<file path="src/rtl/mem_arbiter_if.sv">
// Requester request/response channels plus memory-macro pins shared by mem_arbiter.
// slave modport: the arbiter side. master modport: clients and memory macro side.
interface mem_arbiter_if #(
    parameter int unsigned ADDR_WIDTH = 3,
    parameter int unsigned DATA_WIDTH = 8
);
    logic                  req0_valid;
    logic                  req0_ready;
    logic                  req0_we;
    logic [ADDR_WIDTH-1:0] req0_addr;
    logic [DATA_WIDTH-1:0] req0_wdata;

    logic                  req1_valid;
    logic                  req1_ready;
    logic                  req1_we;
    logic [ADDR_WIDTH-1:0] req1_addr;
    logic [DATA_WIDTH-1:0] req1_wdata;

    logic                  rsp0_valid;
    logic                  rsp0_ready;
    logic [DATA_WIDTH-1:0] rsp0_rdata;

    logic                  rsp1_valid;
    logic                  rsp1_ready;
    logic [DATA_WIDTH-1:0] rsp1_rdata;

    logic [ADDR_WIDTH-1:0] mem_addr;
    logic                  mem_wr_en;
    logic                  mem_rd_en;
    logic [DATA_WIDTH-1:0] mem_wdata;
    logic [DATA_WIDTH-1:0] mem_rdata;

    logic                  busy;

    modport slave (
        input  req0_valid, req0_we, req0_addr, req0_wdata,
        input  req1_valid, req1_we, req1_addr, req1_wdata,
        input  rsp0_ready, rsp1_ready, mem_rdata,
        output req0_ready, req1_ready,
        output rsp0_valid, rsp0_rdata, rsp1_valid, rsp1_rdata,
        output mem_addr, mem_wr_en, mem_rd_en, mem_wdata, busy
    );

    modport master (
        output req0_valid, req0_we, req0_addr, req0_wdata,
        output req1_valid, req1_we, req1_addr, req1_wdata,
        output rsp0_ready, rsp1_ready, mem_rdata,
        input  req0_ready, req1_ready,
        input  rsp0_valid, rsp0_rdata, rsp1_valid, rsp1_rdata,
        input  mem_addr, mem_wr_en, mem_rd_en, mem_wdata, busy
    );
endinterface

</file>
<file path="src/rtl/mem_arbiter.sv">
// Two-requester arbiter in front of a single-port synchronous memory (1-cycle read).
// One transaction in flight: IDLE -> ISSUE -> (write) IDLE | (read) CAPTURE -> RESP -> IDLE.
// Optional macro MEM_ARB_FIXED_PRIO_EN: requester 0 always wins contention
// (default build: round-robin, requester 0 wins the first contention after reset).
module mem_arbiter #(
    parameter int unsigned ADDR_WIDTH = 3,
    parameter int unsigned DATA_WIDTH = 8
) (
    input  logic         clk,
    input  logic         reset,
    mem_arbiter_if.slave bus
);

    typedef enum logic [1:0] {
        IDLE    = 2'd0,
        ISSUE   = 2'd1,
        CAPTURE = 2'd2,
        RESP    = 2'd3
    } state_e;

    state_e                state_q,      state_d;
    logic                  grant_q,      grant_d;
    logic [ADDR_WIDTH-1:0] mem_addr_q,   mem_addr_d;
    logic [DATA_WIDTH-1:0] mem_wdata_q,  mem_wdata_d;
    logic                  mem_wr_en_q,  mem_wr_en_d;
    logic                  mem_rd_en_q,  mem_rd_en_d;
    logic                  rsp0_valid_q, rsp0_valid_d;
    logic                  rsp1_valid_q, rsp1_valid_d;
    logic [DATA_WIDTH-1:0] rsp0_rdata_q, rsp0_rdata_d;
    logic [DATA_WIDTH-1:0] rsp1_rdata_q, rsp1_rdata_d;
    logic                  busy_q,       busy_d;

    logic                  win1_c;
    logic                  req_we_c;
    logic                  req0_ready_c;
    logic                  req1_ready_c;

    // grant_q doubles as last_grant for round-robin and as response routing
    always_ff @(posedge clk or posedge reset) begin
        if (reset) begin
            state_q      <= IDLE;
            grant_q      <= 1'b1;
            mem_addr_q   <= '0;
            mem_wdata_q  <= '0;
            mem_wr_en_q  <= 1'b0;
            mem_rd_en_q  <= 1'b0;
            rsp0_valid_q <= 1'b0;
            rsp1_valid_q <= 1'b0;
            rsp0_rdata_q <= '0;
            rsp1_rdata_q <= '0;
            busy_q       <= 1'b0;
        end else begin
            state_q      <= state_d;
            grant_q      <= grant_d;
            mem_addr_q   <= mem_addr_d;
            mem_wdata_q  <= mem_wdata_d;
            mem_wr_en_q  <= mem_wr_en_d;
            mem_rd_en_q  <= mem_rd_en_d;
            rsp0_valid_q <= rsp0_valid_d;
            rsp1_valid_q <= rsp1_valid_d;
            rsp0_rdata_q <= rsp0_rdata_d;
            rsp1_rdata_q <= rsp1_rdata_d;
            busy_q       <= busy_d;
        end
    end

    // Arbitration winner: 1 means requester 1 gets the grant this cycle
    always_comb begin
        win1_c = 1'b0;
`ifdef MEM_ARB_FIXED_PRIO_EN
        win1_c = bus.req1_valid && !bus.req0_valid;
`else
        win1_c = bus.req1_valid && (!bus.req0_valid || !grant_q);
`endif
    end

    // Next-state, memory pin and response decode
    always_comb begin
        state_d      = state_q;
        grant_d      = grant_q;
        mem_addr_d   = mem_addr_q;
        mem_wdata_d  = mem_wdata_q;
        mem_wr_en_d  = 1'b0;
        mem_rd_en_d  = 1'b0;
        rsp0_valid_d = rsp0_valid_q;
        rsp1_valid_d = rsp1_valid_q;
        rsp0_rdata_d = rsp0_rdata_q;
        rsp1_rdata_d = rsp1_rdata_q;
        req_we_c     = 1'b0;
        req0_ready_c = 1'b0;
        req1_ready_c = 1'b0;

        case (state_q)
            IDLE: begin
                if (bus.req0_valid || bus.req1_valid) begin
                    req0_ready_c = !win1_c;
                    req1_ready_c = win1_c;
                    req_we_c     = win1_c ? bus.req1_we : bus.req0_we;
                    grant_d      = win1_c;
                    mem_addr_d   = win1_c ? bus.req1_addr  : bus.req0_addr;
                    mem_wdata_d  = win1_c ? bus.req1_wdata : bus.req0_wdata;
                    mem_wr_en_d  = req_we_c;
                    mem_rd_en_d  = !req_we_c;
                    state_d      = ISSUE;
                end
            end
            ISSUE: begin
                // The memory acts on the edge closing this cycle
                state_d = mem_wr_en_q ? IDLE : CAPTURE;
            end
            CAPTURE: begin
                if (grant_q) begin
                    rsp1_rdata_d = bus.mem_rdata;
                    rsp1_valid_d = 1'b1;
                end else begin
                    rsp0_rdata_d = bus.mem_rdata;
                    rsp0_valid_d = 1'b1;
                end
                state_d = RESP;
            end
            RESP: begin
                // The memory stays blocked until the response is taken
                if (grant_q ? bus.rsp1_ready : bus.rsp0_ready) begin
                    rsp0_valid_d = 1'b0;
                    rsp1_valid_d = 1'b0;
                    state_d      = IDLE;
                end
            end
            default: begin
                state_d = IDLE;
            end
        endcase

        busy_d = (state_d != IDLE);
    end

    assign bus.req0_ready = req0_ready_c;
    assign bus.req1_ready = req1_ready_c;
    assign bus.rsp0_valid = rsp0_valid_q;
    assign bus.rsp1_valid = rsp1_valid_q;
    assign bus.rsp0_rdata = rsp0_rdata_q;
    assign bus.rsp1_rdata = rsp1_rdata_q;
    assign bus.mem_addr   = mem_addr_q;
    assign bus.mem_wr_en  = mem_wr_en_q;
    assign bus.mem_rd_en  = mem_rd_en_q;
    assign bus.mem_wdata  = mem_wdata_q;
    assign bus.busy       = busy_q;

endmodule

</file>
<file path="src/flat_wrapper.sv">
// flat-port wrapper written by rule: the top's interface ports become plain ports
module mem_arbiter_flat 
#(
    parameter int unsigned ADDR_WIDTH = 3,
    parameter int unsigned DATA_WIDTH = 8
)
  (clk, reset, bus_req0_valid, bus_req0_we, bus_req0_addr, bus_req0_wdata, bus_req1_valid, bus_req1_we, bus_req1_addr, bus_req1_wdata, bus_rsp0_ready, bus_rsp1_ready, bus_mem_rdata, bus_req0_ready, bus_req1_ready, bus_rsp0_valid, bus_rsp0_rdata, bus_rsp1_valid, bus_rsp1_rdata, bus_mem_addr, bus_mem_wr_en, bus_mem_rd_en, bus_mem_wdata, bus_busy);
  mem_arbiter_if #(.ADDR_WIDTH(ADDR_WIDTH), .DATA_WIDTH(DATA_WIDTH)) bus_i ();
  input  logic clk;
  input  logic reset;
  input wire logic [$bits(bus_i.req0_valid)-1:0] bus_req0_valid;
  input wire logic [$bits(bus_i.req0_we)-1:0] bus_req0_we;
  input wire logic [$bits(bus_i.req0_addr)-1:0] bus_req0_addr;
  input wire logic [$bits(bus_i.req0_wdata)-1:0] bus_req0_wdata;
  input wire logic [$bits(bus_i.req1_valid)-1:0] bus_req1_valid;
  input wire logic [$bits(bus_i.req1_we)-1:0] bus_req1_we;
  input wire logic [$bits(bus_i.req1_addr)-1:0] bus_req1_addr;
  input wire logic [$bits(bus_i.req1_wdata)-1:0] bus_req1_wdata;
  input wire logic [$bits(bus_i.rsp0_ready)-1:0] bus_rsp0_ready;
  input wire logic [$bits(bus_i.rsp1_ready)-1:0] bus_rsp1_ready;
  input wire logic [$bits(bus_i.mem_rdata)-1:0] bus_mem_rdata;
  output wire logic [$bits(bus_i.req0_ready)-1:0] bus_req0_ready;
  output wire logic [$bits(bus_i.req1_ready)-1:0] bus_req1_ready;
  output wire logic [$bits(bus_i.rsp0_valid)-1:0] bus_rsp0_valid;
  output wire logic [$bits(bus_i.rsp0_rdata)-1:0] bus_rsp0_rdata;
  output wire logic [$bits(bus_i.rsp1_valid)-1:0] bus_rsp1_valid;
  output wire logic [$bits(bus_i.rsp1_rdata)-1:0] bus_rsp1_rdata;
  output wire logic [$bits(bus_i.mem_addr)-1:0] bus_mem_addr;
  output wire logic [$bits(bus_i.mem_wr_en)-1:0] bus_mem_wr_en;
  output wire logic [$bits(bus_i.mem_rd_en)-1:0] bus_mem_rd_en;
  output wire logic [$bits(bus_i.mem_wdata)-1:0] bus_mem_wdata;
  output wire logic [$bits(bus_i.busy)-1:0] bus_busy;
  assign bus_i.req0_valid = bus_req0_valid;
  assign bus_i.req0_we = bus_req0_we;
  assign bus_i.req0_addr = bus_req0_addr;
  assign bus_i.req0_wdata = bus_req0_wdata;
  assign bus_i.req1_valid = bus_req1_valid;
  assign bus_i.req1_we = bus_req1_we;
  assign bus_i.req1_addr = bus_req1_addr;
  assign bus_i.req1_wdata = bus_req1_wdata;
  assign bus_i.rsp0_ready = bus_rsp0_ready;
  assign bus_i.rsp1_ready = bus_rsp1_ready;
  assign bus_i.mem_rdata = bus_mem_rdata;
  assign bus_req0_ready = bus_i.req0_ready;
  assign bus_req1_ready = bus_i.req1_ready;
  assign bus_rsp0_valid = bus_i.rsp0_valid;
  assign bus_rsp0_rdata = bus_i.rsp0_rdata;
  assign bus_rsp1_valid = bus_i.rsp1_valid;
  assign bus_rsp1_rdata = bus_i.rsp1_rdata;
  assign bus_mem_addr = bus_i.mem_addr;
  assign bus_mem_wr_en = bus_i.mem_wr_en;
  assign bus_mem_rd_en = bus_i.mem_rd_en;
  assign bus_mem_wdata = bus_i.mem_wdata;
  assign bus_busy = bus_i.busy;
  mem_arbiter #(.ADDR_WIDTH(ADDR_WIDTH), .DATA_WIDTH(DATA_WIDTH)) u_core (.clk(clk), .reset(reset), .bus(bus_i));
endmodule
</file>
<file path="config.mk">
export PLATFORM = sky130hd
export DESIGN_NAME = mem_arbiter_flat
export DESIGN_NICKNAME = d
export VERILOG_FILES = /design/src/rtl/mem_arbiter_if.sv /design/src/rtl/mem_arbiter.sv /design/src/flat_wrapper.sv
export SDC_FILE = /design/constraint.sdc
export NUM_CORES = 1
export LEC_CHECK = 0
export ABC_AREA = 1
export CAP_MARGIN = 15
export CORE_MARGIN = 5
export CORE_UTILIZATION = 30
export DETAILED_ROUTE_END_ITERATION = 8
export PLACE_DENSITY = 0.62
export SLEW_MARGIN = 20
export SYNTH_ARGS = -nofsm -noshare
export SYNTH_HDL_FRONTEND = slang
export SYNTH_SLANG_ARGS = --single-unit
</file>
<file path="constraint.sdc">
create_clock -name clk -period 1.2 [get_ports clk]
set_input_delay 0.12 -clock clk [delete_from_list [all_inputs] [get_ports clk]]
set_output_delay 0.12 -clock clk [all_outputs]
set_load 0.02 [all_outputs]
</file>
==> results by group, run 1 <==
Status
  – Status: finished with violations
  – Failing checks: negative setup slack

STA
  – Max transition margin: 84.3%
  – Number of failing setup endpoints in the final timing report: 31
  – Unrepaired setup endpoints after global routing: yes
  – Final max-slew violation count: 0
  – FMAX: 742 MHz
  – Post-route fraction of the period consumed by the critical path: 112%
  – Clock period minus worst slack: 1.35 ns
  – Endpoints failing hold: 0
  – Transition time at the pin with the least slew margin: between 0.2 and 0.25 ns
  – Worst-case hold slack: 0.170 ns
  – Min setup slack post-route: -0.147 ns
  – Setup clock skew after layout: 0.00733 ns

Global routing
  – First-pass GRT wire length: roughly 8 mm
  – Number of global-route vias before repair: 1666
  – Pin count of the biggest net entering global routing: 36
  – All-Layer GR Usage: 13.9%
  – Antenna violations before repair: 0
  – Remaining Overflow, GRT: 0

Placement
  – Count of buffers inserted at the top-level ports: 71
  – Post-detailed-placement cell area: 2550 µm²
  – Gp weighted congestion: 0.806
  – HPWL after detailed placement: 3.27 mm

Detailed routing
  – Overall via count from detail_route: 1613
  – Routed len/inst: between 10 and 15 µm
  – Detail-routed via count per cell: 4.35
  – Post-route DRC: 0
  – Drt pass-1 iters: 4
  – First-iteration detailed-routing DRC count: 59
  – Routed Wire Length: slightly above 5 mm
  – Antenna-violating nets left: 0

Power and ir drop
  – Power Dens Cells: 2500 nW/µm²
  – Leakage power: 1.59 nW
  – Net Switching: 0.00314 W
  – Switching Fraction: 40.8%
  – Worst VDD drop: a little over 1 mV
  – Internal Pwr Total: 0.00456 W
  – Portion of total power attributed to combinational logic: a little under three fifths
  – Total power consumption of the routed design: 0.00770 W
  – Clock power share: approximately 17%
  – Proportion of power drawn by flip-flops and latches: ~28%

Clock network
  – CTS tree: built
  – Number of clock sinks: 35
  – Clk buf depth: 2
  – # H-tree levels: 2
  – Number of buffers created by CTS: 5
  – Insertion delay to the later sink of the worst-skew pair: 0.29 ns
  – CTS Root Cell: sky130_fd_sc_hd__clkbuf_8
  – Clock edge transition at the registers on the reported setup and hold paths: 0.08 ns

Yosys
  – Dominant combinational cell family by area after synthesis: simple AND/OR/NAND/NOR gates
  – Number of nets produced by synthesis: 241
  – Simple-gate share of the synthesized area: about a quarter
  – Area leader, netlist: sky130_fd_sc_hd__dfrtp_1
  – Cell area after synthesis: 1660 µm²
  – Average footprint of a synthesized cell: 8.19 µm²
  – Post-synth top area share: 51.2%
  – Syn. warnings: 0
  – Flip-flop and latch count after synthesis: 35
  – Dominant cells by area after synthesis: sky130_fd_sc_hd__dfrtp_1 (51%), sky130_fd_sc_hd__nand2_1 (14%), sky130_fd_sc_hd__inv_1 (8.6%)
  – Synthesized-area fraction occupied by ao, oa, aoi and oai cells: 7.75%
  – Sequential-to-total area share from yosys stat: approximately 53%
  – Number of different library cells in the post-synthesis netlist: 18
  – Xor and xnor area share after synthesis: 0%
  – Arithmetic-cell share of the synthesized area counting full adders, half adders and majority gates: 0%
  – Post-Syn Instances: 203
  – Multiplexer share of the synthesized area: 0%

Floorplan
  – Die outline width: 84.5 µm
  – Die Y: around 84 µm
  – Core Footprint: 5440 µm²
  – Total Die Area: around 7100 µm²
  – Effective utilization at floorplan: 30.6%
  – Number of I/O pins: 72
  – Floorplan row count: 27

Layout
  – Fraction of layout instances using a drive strength above 1: approximately a third
  – Final cell area excluding filler cells: 3080 µm²
  – Number of nets in the layout: approximately 340
  – Area growth from synthesis to layout: 85.3%
  – Count of inserted antenna diode cells: 0

Worst setup path
  – R2R Path Start: u_core.state_q[1]$_DFF_PP0_
  – Data required time of the worst path: around 1.4 ns
  – R2R setup slack: -0.15 ns
  – Critical path origin: u_core.state_q[1]$_DFF_PP0_
  – Type of the setup path with the least slack: flip-flop to flip-flop
  – Crit path arrival time: 1.52 ns
  – Top fanout value on the critical path: 4
  – Kind of start point of the critical path: flip-flop
  – Capture instance of the worst register-to-register path: u_core.bus.rsp1_rdata[3]$_DFFE_PP0P_
  – Worst-case reg-to-reg path depth: 8
  – Type of element capturing the critical path: flip-flop

Run
  – Count of maximum capacitance violations: 0

Hold path
  – Tightest Hold Check Type: primary input to asynchronous set/reset pin
stage by stage:
| stage | utilization [%] | setup slack, ns | instances | TNS [ns] |
|---|---|---|---|---|
| 2_1_floorplan | - | 0.0190 | 203 | 0 |
| 5_1_grt | 56.7 | -0.209 | 371 | -4.11 |
| 3_5_place_dp | 46.9 | -0.519 | 353 | -2.76 |
| 4_1_cts | 51.3 | -0.165 | 366 | -2.73 |
| 6_report | 56.7 | -0.147 | 371 | -2.34 |
| 3_3_place_gp | 46.9 | -0.513 | 353 | -2.46 |
Yosys cell counts, drive strengths merged:
cell    count
nand4       1
nand3b      2
nand3      25
o21ai      17
inv        39
buf         8
nand2      68
dfrtp      34
dfstp       1
nor2        6
a21oi       2
kinds of logic after synthesis:
kind of cell           Yosys count
AO/OA/AOI/OAI                   19
buffers and inverters           47
flip-flops                      35
AND/OR/NAND/NOR                102
power groups by stage:
stage	sequential, W	clock (W)	combinational, W
after floorplan	0.00271	0	0.00121
after global placement	0.00207	0	0.00352
after detailed placement	0.00208	0	0.00357
after CTS	0.00208	0.00130	0.00353
after global routing	0.00225	0.00136	0.00456
final	0.00218	0.00128	0.00424
worst max-delay path by stage:
stage | cells after the start | endpoint
CTS | 4 | bus_req0_ready
detailed placement | 6 | bus_req0_ready
global placement | 6 | bus_req0_ready
finish | 8 | u_core.bus.rsp1_rdata[3]$_DFFE_PP0P_
global route | 4 | bus_req0_ready
floorplan | 3 | bus_req0_ready
sequential cells by signal (all words and copies together) (netlist names):
| signal | flops |
|---|---|
| u_core.bus.rsp1_valid | 1 |
| u_core.bus.rsp1_rdata | 8 |
| u_core.bus.mem_wdata | 8 |
| u_core.bus.mem_wr_en | 1 |
| u_core.bus.rsp0_valid | 1 |
| u_core.bus.rsp0_rdata | 8 |
| u_core.bus.mem_addr | 3 |
| u_core.grant_q | 1 |
| u_core.bus.mem_rd_en | 1 |
| u_core.state_q | 2 |
| u_core.bus.busy | 1 |
layout make-up:
type                    count  area [µm²]
well taps                  72        90.1
clock buffers               6        72.6
flip-flops and latches     35         877
inverters                  39         151
multi-input cells         121         822
fillers                   472        2360
clock inverters             2        60.1
repair buffers             96        1010
timing repair:
action / CTS / global route
setup buffers: 4 / 2
resized for setup: 73 / 55
pin swaps: 13 / 22
cloned: 1 / 4
hold buffers: 0 / 0
setup endpoints to repair: 51 / 34
worst max-delay path, cell delays in order, from the launching register on:
cell and delay, ns:
sky130_fd_sc_hd__dfrtp_1 0.39, sky130_fd_sc_hd__buf_6 0.13, sky130_fd_sc_hd__inv_4 0.04, sky130_fd_sc_hd__buf_6 0.11
sky130_fd_sc_hd__nor2_4 0.18, sky130_fd_sc_hd__nand2_4 0.11, sky130_fd_sc_hd__clkbuf_16 0.17, sky130_fd_sc_hd__nand2_2 0.05
sky130_fd_sc_hd__o21ai_1 0.06
placed cells by master, fill, tap and decap left out, types with 5 or more instances in the layout:
cell type                         netlist  layout
sky130_fd_sc_hd__clkdlybuf4s15_1        0       5
sky130_fd_sc_hd__inv_1                 38      37
sky130_fd_sc_hd__nand2_2                5      10
sky130_fd_sc_hd__clkdlybuf4s50_1        0      37
sky130_fd_sc_hd__o21ai_2                9      15
sky130_fd_sc_hd__dlygate4sd2_1          0      26
sky130_fd_sc_hd__nand2_1               63      42
sky130_fd_sc_hd__buf_4                  3       9
sky130_fd_sc_hd__clkbuf_8               0       5
sky130_fd_sc_hd__nand2_4                0      16
sky130_fd_sc_hd__dfrtp_1               34      34
sky130_fd_sc_hd__nand3_2                0      13
sky130_fd_sc_hd__buf_6                  3      10
sky130_fd_sc_hd__nand3_1               25      12
metal layers:
metal / share of wire [%] / GRT usage (%)
met1: 43 / 16.6
met3: 3.8 / 2.94
met2: 52 / 24.4
met5: 0 / 0
met4: 1.4 / 5.18
No activity file was read; power rests on OpenSTA's default activity.
==> run 2: changes to the inputs <==
--- a/config.mk
+++ b/config.mk
@@ -5,12 +5,11 @@
 export SDC_FILE = /design/constraint.sdc
 export NUM_CORES = 1
 export LEC_CHECK = 0
-export ABC_AREA = 1
 export CAP_MARGIN = 15
 export CORE_MARGIN = 5
 export CORE_UTILIZATION = 30
 export DETAILED_ROUTE_END_ITERATION = 8
-export PLACE_DENSITY = 0.62
+export PLACE_DENSITY = 0.63
 export SLEW_MARGIN = 20
 export SYNTH_ARGS = -nofsm -noshare
 export SYNTH_HDL_FRONTEND = slang
==> run 2 against run 1 <==
Setup slack got worse by 0.12 ns. Die area decreased by 5.7%. Clock power decreased by 40%. Critical path type unchanged. Combinational power decreased by 12%. The run still ends with negative setup slack left. Via count decreased by 26%. Cell area decreased by 15%. Flip-flop and latch count unchanged. Hold slack improved by 0.018 ns. Global-route usage decreased by 1.3 points. Clock skew decreased by 0.0011 ns.
==> results by group, run 2 <==
Status
  – Status: finished with violations (unchanged)
  – Failing checks: negative setup slack (unchanged)

Placement
  – Gp weighted congestion: 0.704 (was 0.806)
  – Count of buffers inserted at the top-level ports: 71 (unchanged)
  – Placement-stage worst setup slack: -0.584 ns (was -0.519 ns)
  – HPWL after detailed placement: 3.03 mm (was 3.27 mm)
  – Post-detailed-placement cell area: 2470 µm² (was 2550 µm²)

Layout
  – Number of nets in the layout: 238 (was 336)
  – Area growth from synthesis to layout: 69.0% (was 85.3%)
  – Count of inserted antenna diode cells: 0 (unchanged)
  – Final cell area excluding filler cells: 2630 µm² (was 3080 µm²)
  – Commonest non-fill, non-tap cell in the layout: sky130_fd_sc_hd__clkdlybuf4s50_1 (was sky130_fd_sc_hd__nand2_1)
  – Final standard cell utilization of the core: 51.8% (was 56.7%)
  – Fraction of layout instances using a drive strength above 1: 36.7% (was 32.4%)
  – Commonest cells after routing, fill and taps aside: sky130_fd_sc_hd__clkdlybuf4s50_1 (38), sky130_fd_sc_hd__dfrtp_1 (34), sky130_fd_sc_hd__dlygate4sd2_1 (31) (was sky130_fd_sc_hd__nand2_1 (42), sky130_fd_sc_hd__inv_1 (37), sky130_fd_sc_hd__clkdlybuf4s50_1 (37))

Run
  – Count of maximum capacitance violations: 0 (unchanged)

Floorplan
  – Total Die Area: 6720 µm² (was 7130 µm²)
  – Core Footprint: 5070 µm² (was 5440 µm²)
  – Die Y: 82 µm (was 84.5 µm)
  – Floorplan row count: 26 (was 27)
  – Number of I/O pins: 72 (unchanged)
  – Effective utilization at floorplan: 30.6% (about the same)
  – Die outline width: 82 µm (was 84.5 µm)

Global routing
  – Antenna violations before repair: 0 (unchanged)
  – Number of global-route vias before repair: 1362 (was 1666)
  – Remaining Overflow, GRT: 0 (unchanged)
  – All-Layer GR Usage: 12.6% (was 13.9%)
  – First-pass GRT wire length: 6.31 mm (was 7.91 mm)
  – Pin count of the biggest net entering global routing: 36 (unchanged)

Clock network
  – CTS tree: built (unchanged)
  – Number of buffers created by CTS: 5 (unchanged)
  – Insertion delay to the later sink of the worst-skew pair: 0.28 ns (was 0.29 ns)
  – Clk buf depth: 2 (unchanged)
  – CTS Root Cell: sky130_fd_sc_hd__clkbuf_8 (unchanged)
  – Clock edge transition at the registers on the reported setup and hold paths: 0.07 ns (was 0.08 ns)
  – Number of clock sinks: 35 (unchanged)
  – Hold-fix buffer count after cts: 0 (unchanged)
  – # H-tree levels: 2 (unchanged)

Worst setup path
  – Capture instance of the worst register-to-register path: u_core.bus.mem_wdata[6]$_DFFE_PP0P_ (was u_core.bus.rsp1_rdata[3]$_DFFE_PP0P_)
  – Crit path arrival time: 1.63 ns (was 1.52 ns)
  – R2R setup slack: -0.27 ns (was -0.15 ns)
  – Type of the setup path with the least slack: flip-flop to flip-flop (unchanged)
  – Kind of start point of the critical path: flip-flop (unchanged)
  – Type of element capturing the critical path: flip-flop (unchanged)
  – Data required time of the worst path: 1.36 ns (was 1.37 ns)
  – Worst-case reg-to-reg path depth: 4 (was 8)
  – Top fanout value on the critical path: 8 (was 4)
  – R2R Path Start: u_core.grant_q$_DFFE_PP1P_ (was u_core.state_q[1]$_DFF_PP0_)

Detailed routing
  – Overall via count from detail_route: 1200 (was 1613)
  – Drt pass-1 iters: 3 (was 4)
  – Routed Wire Length: 4.07 mm (was 5.18 mm)
  – First-iteration detailed-routing DRC count: 16 (was 59)
  – Antenna-violating nets left: 0 (unchanged)
  – Detail-routed via count per cell: 4.46 (was 4.35)
  – Routed len/inst: 15.1 µm (was 14.0 µm)
  – Post-route DRC: 0 (unchanged)

Hold path
  – Tightest Hold Check Type: primary input to asynchronous set/reset pin (unchanged)

Yosys
  – Count of flip-flops with a built-in enable after synthesis: 0 (unchanged)
  – Sequential-to-total area share from yosys stat: 56.4% (was 52.7%)
  – Flip-flop and latch count after synthesis: 35 (unchanged)
  – Number of different library cells in the post-synthesis netlist: 21 (was 18)
  – Post-Syn Instances: 109 (was 203)
  – Syn. warnings: 0 (unchanged)
  – Area leader, netlist: sky130_fd_sc_hd__dfrtp_1 (unchanged)
  – Number of nets produced by synthesis: 147 (was 241)
  – Average footprint of a synthesized cell: 14.3 µm² (was 8.19 µm²)
  – Cell area after synthesis: 1560 µm² (was 1660 µm²)
  – Top cell types by occurrence after synthesis: sky130_fd_sc_hd__dfrtp_1 (34), sky130_fd_sc_hd__mux2_2 (31), sky130_fd_sc_hd__mux2_4 (7) (was sky130_fd_sc_hd__nand2_1 (63), sky130_fd_sc_hd__inv_1 (38), sky130_fd_sc_hd__dfrtp_1 (34))
  – Dominant cells by area after synthesis: sky130_fd_sc_hd__dfrtp_1 (55%), sky130_fd_sc_hd__mux2_2 (22%), sky130_fd_sc_hd__mux2_4 (6.8%) (was sky130_fd_sc_hd__dfrtp_1 (51%), sky130_fd_sc_hd__nand2_1 (14%), sky130_fd_sc_hd__inv_1 (8.6%))
  – Ys flop type: sky130_fd_sc_hd__dfrtp_1 (unchanged)
  – Share of flip-flops with an asynchronous set or reset: 100% (unchanged)
  – Cell with the most instances after synthesis: sky130_fd_sc_hd__dfrtp_1 (was sky130_fd_sc_hd__nand2_1)
  – Post-synth top area share: 54.7% (was 51.2%)

STA
  – FMAX: 680 MHz (was 742 MHz)
  – Summed negative setup slack over all endpoints: -6.32 ns (was -2.34 ns)
  – Endpoints failing hold: 0 (unchanged)
  – Final max-slew violation count: 0 (unchanged)
  – Worst-case hold slack: 0.188 ns (was 0.170 ns)
  – Transition time at the pin with the least slew margin: 0.241 ns (was 0.237 ns)
  – Unrepaired setup endpoints after global routing: yes (unchanged)
  – Number of failing setup endpoints in the final timing report: 35 (was 31)
  – Max transition margin: 83.9% (was 84.3%)
  – Min setup slack post-route: -0.270 ns (was -0.147 ns)
  – Setup clock skew after layout: 0.00627 ns (was 0.00733 ns)
  – Clock period minus worst slack: 1.47 ns (was 1.35 ns)
  – Post-route fraction of the period consumed by the critical path: 123% (was 112%)

Power and ir drop
  – Power Dens Cells: 2510 nW/µm² (was 2500 nW/µm²)
  – Leakage power: 1.21 nW (was 1.59 nW)
  – Worst VDD drop: 1.10 mV (was 1.03 mV)
run 2: changes by cell type after synthesis, sizes merged, moves of 4 or more:
cell and delta:
nand3 -25, mux2 +38, nor2b +5, inv -36, nand2 -64, o21ai -10
buf -4
run 2: cells by family after synthesis:
| kind of cell | count (synthesis) | share of synthesized area (%) |
|---|---|---|
| buf+inv | 7 | 2.82 |
| flops | 35 | 56.4 |
| simple gates | 15 | 5.07 |
| compound gates | 12 | 5.23 |
| mux | 40 | 30.5 |
run 2: report_power, final:
group          internal, W  switching [W]
combinational      0.00197        0.00175
clock             0.000387       0.000384
sequential         0.00179       0.000328
run 2: critical path, cell delays in order (launching register included):
cell and delay [ns]:
sky130_fd_sc_hd__dfstp_2 0.57, sky130_fd_sc_hd__a21boi_4 0.08, sky130_fd_sc_hd__buf_8 0.15, sky130_fd_sc_hd__mux2_4 0.29, sky130_fd_sc_hd__mux2_2 0.26
run 2: cell type report:
class | count | area (µm²)
Fill cell | 472 | 2450
Sequential cell | 35 | 877
Timing Repair Buffer | 88 | 837
Multi-Input combinational cell | 67 | 743
Tap cell | 70 | 87.6
Clock buffer | 6 | 72.6
Inverter | 3 | 11.3
run 2: timing repair:
| action | in CTS | in global routing |
|---|---|---|
| resized for setup | 63 | 8 |
| setup endpoints to repair | 66 | 37 |
| setup buffers | 4 | 0 |
| pin swaps | 0 | 3 |
run 2: worst max path at each step:
stage                               start                                   to  slack, ns  depth (start not counted)
6_report       u_core.grant_q$_DFFE_PP1P_  u_core.bus.mem_wdata[6]$_DFFE_PP0P_      -0.27                          4
5_1_grt        u_core.grant_q$_DFFE_PP1P_  u_core.bus.mem_wdata[6]$_DFFE_PP0P_      -0.30                          4
4_1_cts        u_core.grant_q$_DFFE_PP1P_  u_core.bus.mem_wdata[6]$_DFFE_PP0P_      -0.29                          4
2_1_floorplan  u_core.grant_q$_DFFE_PP1P_  u_core.bus.mem_wdata[5]$_DFFE_PP0P_      -0.30                          5
3_3_place_gp               bus_req1_valid  u_core.bus.mem_wdata[0]$_DFFE_PP0P_      -0.53                          5
3_5_place_dp               bus_req1_valid  u_core.bus.mem_wdata[6]$_DFFE_PP0P_      -0.58                          5
run 2: routing by layer:
metal	vias up	share of wire [%]	wire, µm	track usage (%)
met2	66	46	1880	21.5
met5	-	0	0	0
li1	559	-	-	-
met3	10	11	456	5.81
met4	0	1.6	66	4.49
met1	565	41	1670	13.7
run 2: metrics by stage:
stage / power (W) / instances
finish: 0.00661 / 269
global placement: 0.00570 / 260
floorplan: 0.00412 / 109
detailed placement: 0.00581 / 260
global route: 0.00703 / 269
CTS: 0.00662 / 270
